--- src/rtl/bcd_display_counter.sv ---
// bcd_display_counter: four-digit BCD up/down counter with a rate divider, clear, load and wrap pulse.
module bcd_display_counter #(
    parameter int TICK_DIV = 50000000
) (
    input  logic        clock,
    input  logic        reset,
    input  logic        enable,
    input  logic        clear,
    input  logic        load,
    input  logic [15:0] load_value,
    input  logic        up_down,
    output logic [3:0]  digit0,
    output logic [3:0]  digit1,
    output logic [3:0]  digit2,
    output logic [3:0]  digit3,
    output logic        wrap
);
    localparam int DW = TICK_DIV > 1 ? $clog2(TICK_DIV) : 1;
    localparam logic [DW-1:0] LAST = DW'(TICK_DIV - 1);

    logic [DW-1:0] div;
    logic [3:0]    dig [4];
    logic [3:0]    nxt [4];
    logic [3:0]    sat [4];
    logic          carry;
    logic          tick;

    assign tick = enable && div == LAST;

    // carry ends high only when every digit rolled over, i.e. the counter wraps
    always_comb begin
        carry = 1'b1;
        for (int i = 0; i < 4; i++) begin
            sat[i] = load_value[4*i +: 4] > 4'd9 ? 4'd9 : load_value[4*i +: 4];
            nxt[i] = !carry ? dig[i] :
                     up_down ? (dig[i] == 4'd9 ? 4'd0 : dig[i] + 4'd1) :
                               (dig[i] == 4'd0 ? 4'd9 : dig[i] - 4'd1);
            carry = carry && (up_down ? dig[i] == 4'd9 : dig[i] == 4'd0);
        end
    end

    always_ff @(posedge clock) begin
        if (reset || clear) begin
            div  <= '0;
            wrap <= 1'b0;
            dig  <= '{default: 4'd0};
        end else if (load) begin
            div  <= '0;
            wrap <= 1'b0;
            dig  <= sat;
        end else begin
            wrap <= tick && carry;
            if (enable)
                div <= tick ? '0 : div + DW'(1);
            if (tick)
                dig <= nxt;
        end
    end

    assign digit0 = dig[0];
    assign digit1 = dig[1];
    assign digit2 = dig[2];
    assign digit3 = dig[3];
endmodule

--- config.mk ---
export PLATFORM = sky130hd
export DESIGN_NAME = bcd_display_counter
export DESIGN_NICKNAME = d
export VERILOG_FILES = /design/src/rtl/bcd_display_counter.sv
export SDC_FILE = /design/constraint.sdc
export NUM_CORES = 1
export LEC_CHECK = 0
export ABC_CLOCK_PERIOD_IN_PS = 4100
export BUFFER_PORTS_ARGS = -buffer_cell sky130_fd_sc_hd__buf_2
export CAP_MARGIN = 15
export CORE_ASPECT_RATIO = 0.8
export CORE_MARGIN = 10
export CORE_UTILIZATION = 35
export DETAILED_ROUTE_END_ITERATION = 10
export GPL_TIMING_DRIVEN = 0
export MAX_ROUTING_LAYER = met4
export RECOVER_POWER = 100
export SLEW_MARGIN = 20
export SYNTH_ARGS = -nofsm -noshare
export SYNTH_HDL_FRONTEND = slang
export SYNTH_SLANG_ARGS = --single-unit
--- constraint.sdc ---
create_clock -name clock -period 4.1 [get_ports clock]
set_input_delay 0.82 -clock clock [delete_from_list [all_inputs] [get_ports clock]]
set_output_delay 0.82 -clock clock [all_outputs]
set_load 0.02 [all_outputs]
After elaboration in Yosys (flattened, before gate mapping)
Index checks and enable logic that the tools add are counted.

word-level totals
  memories kept = 0
  input bits = 22
  word-level logic and storage cells = 68
  bits in latches = 0
  memory bits (read-only) = 0
  RAM bits = 0
  output and inout port bits = 17
  bits in registers = 43

operators by class
  $lt $le $gt $ge = 4
  equal/unequal tests = 5
  add/sub/neg operators = 9
  shift operators = 0
  div/mod/pow operators = 0
  bitwise operators = 0
  mux-type cells = 26
  reductions and logical operators = 18
  multiply operators = 0

operators with widths
  kind                   count
  $mux 4                 19
  $mux 16                2
  $add 26x1->26 const B  1
  $eq 26x26->1 const B   1
  $mux 26                1
  $add 4x1->4 const B    4
  $eq 4x4->1 const B     4
  $gt 4x4->1 const B     4
  $logic_not 4->1        4
  $sub 4x1->4 const B    4
  $reduce_bool 2->1      4
  $reduce_and 2->1       3
  $logic_and 1x1->1      5
  $mux 1                 4
  $reduce_or 2->1        1
  $logic_or 1x1->1       1

Depth between registers and ports, before layout
Gate-level depths: netlist of the first run.

  word-level depth = 7
  mapped depth = 8

Least setup slack after synthesis of the first run
No wires, ideal clock.

  path kind = input to register
  start = in enable
  end = reg dig, in the netlist digit3[0]
  buffers on the path = 1
  setup slack = 1.699 ns
  arrival time = 2.279 ns
  stages = 6
  cell sequence = and3_1 > nand2_1 > or4b_1 > buf_6 > o31a_1 > o311a_1

between the ends
  word-level cells in the longest chain between the ends = 3

RTL lines
  element                      RTL line  source
  start: declaration           7         input logic enable,
  $logic_and 1x1->1            28        assign tick = enable && div == LAST;
  $reduce_bool 2->1 (no line)  n/a
  $reduce_and 2->1 (no line)   n/a
  end signal: assignment       50        dig <= sat;
  end signal: assignment       56        dig <= nxt;
  end: declaration             22        logic [3:0] dig [4];

Every way passes these cells.
A chain may end at the register's enable or synchronous reset.

Final worst setup path of the first run
  start = reg dig, in the netlist digit1[0]
  end = reg dig, in the netlist digit3[1]

between the ends
  word-level cells in the longest chain between the ends = 6

RTL lines
  element                                               RTL line  source
  $eq 4x4->1 / $logic_not 4->1 (equally long branches)  38        carry = carry && (up_down ? dig[i] == 4'd9 : dig[i] == 4'd0);
  $mux 1 *                                              38
  $logic_and 1x1->1 * (2 in a row)                      38
  $reduce_bool 2->1 (no line) *                         n/a
  $reduce_and 2->1 (no line) *                          n/a

Mark *: on every way between the ends. The rest lies on a longest branch, timed or not.

==> results.py, run 1 <==
metrics = {
    "drt": {
        "dr.pass1.iters": 5,
        "totalWireLength_um": 8030,
        "drc": 0,
        "vias": 2888,
        "via_per_inst": 5.64,
        "routedWlPerCell_um": 15.7,
        "drt_iter0_drc": 156,
        "ant_nets": 0,
    },
    "clock_tree": {
        "cts_hold_buf": 0,
        "clockRootBuffer": "clkbuf_8",
        "postCtsSetupRepairBufs": 0,
        "clk_latency_ns": 0.31,
        "clk_path_buf_depth": 2,
        "tritoncts": "yes",
        "cts_num_sinks": 43,
        "htreeDepth": 2,
        "clkTransAtPathRegs_ns": 0.08,
        "cts-resized-gates": 0,
        "numCtsBuffers": 5,
    },
    "cells_and_area": {
        "nFillCells": 854,
        "final_area_um2": 3190,
        "instances_no_fill": 512,
        "drive_gt1_frac": 0.0916,
        "nNetsFinal": 426,
        "n_antenna_cell": 0,
        "syn_to_final_growth_pct": 14.3,
    },
    "yosys": {
        "yosys.area.top_type": "dfxtp_1",
        "synth_cells": 359,
        "ys_types": 58,
        "synthTopCellsByArea": "dfxtp_1 31%, nor2_1 4.4%, mux2i_1 4.3%",
        "async_reset_ff_frac": 0,
        "avgSynthCellArea_um2": 7.77,
        "synth_nets": 382,
        "synth-edff-count": 0,
        "ys_ff_latch": 43,
        "synth.cell_area_um2": 2790,
        "yosysWarnings": 0,
        "ys.flop_type": "dfxtp_1",
        "synth.yosys.seq_area_share": 0.309,
        "synth_top_area_frac": 0.309,
    },
    "place": {
        "place_inst": 504,
        "placed_area_um2": 3110,
        "portBuffers": 37,
        "place_hpwl_um": 6000,
        "gp_congestion": 0.890,
    },
    "sta": {
        "rsz0062_at_grt": "no",
        "finClkSkew_ns": 0.0114,
        "slew_headroom": -0.124,
        "worst_pin_slew_ns": 1.67,
        "setup_tns_ns": 0,
        "fmax_ghz": 0.335,
        "min_period_ns": 2.99,
        "finalMaxSlewViolations": 9,
        "finalCritPeriodShare": 0.729,
        "hold_viol": 0,
        "setup_viol": 0,
    },
    "outcome": {
        "violations": "max-capacitance violations, max-slew violations",
        "run_status": "finished with violations",
    },
    "global_routing": {
        "grt_pass1_vias": 2640,
        "gr-total-overflow": 0,
        "antenna_found_initial": 0,
        "grt_max_degree": 14,
        "grt_pass1_wl_um": 13400,
        "grt.total_usage": 0.136,
    },
    "floorplanning": {
        "die_w_um": 120,
        "ios": 39,
        "row_count": 29,
        "dieArea_um2": 12000,
        "core-area_um2": 7840,
        "die_h_um": 99.8,
        "start_util": 0.356,
    },
    "worst_setup_path": {
        "critPathSlowestCell": "nor4_1",
        "worstSetupEndpointType": "register",
        "required_ns": 4.32,
        "arrival_ns": 3.21,
        "path_buf_inv": 1,
        "startpoint_type": "register",
        "worst-setup-path-type": "reg2reg",
        "crit_path_max_fanout": 10,
        "cpPeakStageDelay_ns": 1.32,
        "path_cells": "clkbuf_1, and3_1, o211ai_1, nor4_1, a21oi_1, mux2i_1",
        "crit_family": "simple AND/OR/NAND/NOR gates",
    },
    "run": {
        "cap_violations": 1,
    },
    "power": {
        "peakVddDrop_v": 0.000115,
        "leakage_nw": 1.04,
        "p_per_area_nw_per_um2": 281,
    },
    "min_path": {
        "min_path_type": "reg2reg",
    },
}
worst paths after layout:
| kind | to | cells past startpoint | slack (ns) | from |
|---|---|---|---|---|
| max | digit3[1] | 6 | 1.11 | digit1[0] |
| min | div[1] | 2 | 0.51 | div[1] |
| max reg2reg | digit3[1] | 6 | 1.11 | digit1[0] |
| min reg2reg | div[1] | 2 | 0.51 | div[1] |
cells in the mapped netlist, types with 4 or more instances:
library cell,instances
dfxtp_1,43
nor2_1,33
o21ai_0,24
nand2_1,22
clkbuf_1,21
a21oi_1,20
nand3_1,17
inv_1,15
xnor2_1,13
mux2i_1,12
nor4_1,11
xor2_1,11
nand4_1,10
and3_1,7
nor3_1,6
o21a_1,5
and2_1,4
nand2b_1,4
nand3b_1,4
o211ai_1,4
o31ai_1,4
or2_2,4
or3_1,4
or4_1,4
cells in the final DEF, fill, tap and decap left out, drive strengths merged, types with 4 or more instances in the layout:
master  instances
clkbuf         46
dfxtp          43
nor2           33
o21ai          24
nand2          22
buf            21
a21oi          20
nand3          17
inv            15
xnor2          13
nor4           13
mux2i          12
xor2           11
nand4          10
and3            9
nor3            6
o21a            5
or4             5
nand3b          4
o211ai          4
o31ai           4
or2             4
nand2b          4
or3             4
and2            4
kinds of logic after synthesis:
group | count (synthesis) | share of synthesized area
muxes | 12 | 0.0431
and+or+nand+nor | 151 | 0.303
AOI/OAI and AO/OA | 89 | 0.210
DFF | 43 | 0.309
buffers and inverters | 39 | 0.0556
adders and majority gates | 1 | 0.00449
xor gates and xnor gates | 24 | 0.0754
where the power goes:
part	switching, mW	total (mW)	internal, mW
registers	0.00497	0.428	0.423
clock network	0.158	0.356	0.197
logic	0.0719	0.113	0.0407
total	0.235	0.896	0.661
registers in the layout (all words and copies together) (netlist names):
| name | count |
|---|---|
| wrap | 1 |
| digit3 | 4 |
| digit2 | 4 |
| div | 26 |
| digit1 | 4 |
| digit0 | 4 |
metal layers:
metal | up-vias | wire (um) | global-route usage
met1 | 1385 | 3980 | 0.191
met5 | - | 0 | -
met2 | 80 | 3530 | 0.196
li1 | 1415 | - | -
met4 | 0 | 99 | 0.0426
met3 | 8 | 417 | 0.0191
final cells by class:
| cell class | instances | area [um2] | area share |
|---|---|---|---|
| clock buffer | 6 | 82.6 | 0.0259 |
| timing repair buffer | 37 | 164 | 0.0514 |
| buffer | 24 | 90.1 | 0.0283 |
| clock inverter | 2 | 35.0 | 0.0110 |
| tap | 108 | 135 | 0.0424 |
| sequential | 43 | 861 | 0.270 |
| inverter | 15 | 56.3 | 0.0177 |
| multi-input combinational | 277 | 1760 | 0.553 |
per-stage QoR:
step | setup WS, ns | utilization | hold slack [ns] | power [mW]
final | 1.11 | 0.407 | 0.505 | 0.896
after global routing | 0.866 | 0.407 | 0.520 | 0.934
after CTS | 1.50 | 0.412 | 0.503 | 0.909
after detailed placement | 1.34 | 0.397 | 0.492 | 0.550
after global placement | 1.31 | 0.397 | 0.478 | 0.548
after floorplan | 1.70 | - | 0.462 | 0.510
tightest hold or removal path, cell delays in order, from the launching register on:
cell	delay [ns]
dfxtp_1	0.34
nand2b_1	0.07
a21oi_1	0.05
No activity file was read; power rests on OpenSTA's default activity.
==> inputs of run 2 (changes only) <==
ABC_CLOCK_PERIOD_IN_PS = 2890   (was 4100)
clock period = 2.89 ns   (was 4.1 ns; I/O delays follow)
==> run 2 against run 1 <==
Net effect: the flow now finishes without violations; clock skew about the same; worst setup slack lost 0.88 ns; power rose by 42%; largest cell class unchanged; highest routed layer unchanged.
==> results.py, run 2 (synthesis results as in run 1) <==
metrics = {
    "outcome": {
        "run_status": "complete, no violations",
    },
    "worst_setup_path": {
        "reg2reg_to": "digit1[1]",
        "startpoint_type": "register",
        "crit_path_max_fanout": 10,
        "rrSetupSlack_ns": 0.23,
        "reg2reg_from": "div[8]",
        "ff2ff_path_depth": 4,
        "worst-setup-path-type": "reg2reg",
        "required_ns": 3.03,
        "worstSetupEndpointType": "register",
        "arrival_ns": 2.80,
    },
    "clock_tree": {
        "tritoncts": "yes",
        "clk_path_buf_depth": 2,
        "cts_num_sinks": 43,
        "cts-resized-gates": 0,
        "clk_latency_ns": 0.31,
        "numCtsBuffers": 5,
        "clockRootBuffer": "clkbuf_8",
        "htreeDepth": 2,
        "postCtsSetupRepairBufs": 0,
        "cts_hold_buf": 0,
        "clkTransAtPathRegs_ns": 0.08,
    },
    "place": {
        "place_inst": 504,
        "portBuffers": 37,
        "gp_congestion": 0.890,
        "place_hpwl_um": 6000,
    },
    "sta": {
        "min_period_ns": 2.66,
        "finClkSkew_ns": 0.0112,
        "rsz0062_at_grt": "no",
        "setup_viol": 0,
        "worst_pin_slew_ns": 1.01,
        "hold_viol": 0,
        "finalMaxSlewViolations": 0,
        "finalCritPeriodShare": 0.920,
        "slew_headroom": 0.323,
        "setup_tns_ns": 0,
        "fmax_ghz": 0.376,
    },
    "global_routing": {
        "grt_pass1_wl_um": 13400,
        "gr-total-overflow": 0,
        "grt_pass1_vias": 2640,
        "antenna_found_initial": 0,
        "grt.total_usage": 0.136,
        "grt_max_degree": 14,
    },
    "power": {
        "p_per_area_nw_per_um2": 398,
        "leakage_nw": 1.04,
        "peakVddDrop_v": 0.000165,
    },
    "floorplanning": {
        "row_count": 29,
        "die_w_um": 120,
        "die_h_um": 99.8,
        "start_util": 0.356,
        "ios": 39,
        "core-area_um2": 7840,
        "dieArea_um2": 12000,
    },
    "cells_and_area": {
        "instances_no_fill": 512,
        "largest_register_ffs": 26,
        "top_register": "div",
        "multi_input_area_um2": 1770,
        "drive_gt1_frac": 0.0965,
        "regArea_um2": 861,
        "nFillCells": 852,
        "final_util": 0.409,
        "nNetsFinal": 426,
        "mostFrequentLayoutCells": "43 x dfxtp_1, 40 x clkbuf_1, 33 x nor2_1",
        "syn_to_final_growth_pct": 14.8,
        "n_antenna_cell": 0,
        "layout_commonest_cell": "dfxtp_1",
    },
    "drt": {
        "routedWlPerCell_um": 15.7,
        "via_per_inst": 5.63,
        "ant_nets": 0,
        "drc": 0,
        "dr.pass1.iters": 4,
        "totalWireLength_um": 8060,
        "drt_iter0_drc": 158,
        "vias": 2884,
    },
    "run": {
        "cap_violations": 0,
    },
    "min_path": {
        "min_path_type": "reg2reg",
        "hp-start": "div[1]",
        "min_to": "div[1]",
        "whs_path_depth": 2,
    },
}
-- run 2: worst max-delay path: stages (launching register included) --
cell and delay (ns):
dfxtp_1 0.37, or4_4 0.56, nor4_2 0.66, a31oi_1 0.26, a2111oi_0 0.65
-- run 2: metal layers --
metal	vias up	part of all wire	global-route usage
met1	1382	0.51	0.191
li1	1415	-	-
met2	78	0.43	0.196
met5	-	0	-
met3	9	0.040	0.0191
met4	0	0.014	0.0426
-- run 2: worst max path at each step --
stage	startpoint	to	slack, ns	cells past startpoint
after floorplan	div[8]	digit3[0]	0.53	6
after global placement	div[8]	digit1[1]	0.33	4
after detailed placement	div[8]	digit1[1]	0.32	4
after CTS	div[8]	digit1[1]	0.29	4
after global routing	div[8]	digit1[1]	0.04	4
final	div[8]	digit1[1]	0.23	4
-- run 2: cell type report --
type                       count  share of cell area
timing repair buffer          37              0.0508
inverter                      15              0.0176
tap                          108              0.0422
clock inverter                 2              0.0109
clock buffer                   6              0.0258
multi-input combinational    277               0.554
buffer                        24              0.0305
sequential                    43               0.269
-- run 2: through the flow --
| step | hold slack [ns] | instance area (um2) | total power [mW] | setup slack (ns) |
|---|---|---|---|---|
| floorplan | 0.462 | 2790 | 0.724 | 0.526 |
| global placement | 0.478 | 3110 | 0.778 | 0.329 |
| detailed placement | 0.492 | 3110 | 0.780 | 0.320 |
| CTS | 0.503 | 3230 | 1.29 | 0.293 |
| global route | 0.520 | 3200 | 1.33 | 0.0442 |
| finish | 0.505 | 3200 | 1.28 | 0.230 |
-- run 2: report_power, final --
group / switching, mW / leakage, nW / internal [mW]
clock network: 0.228 / 0.0612 / 0.280
registers: 0.00705 / 0.348 / 0.600
logic: 0.102 / 0.629 / 0.0575
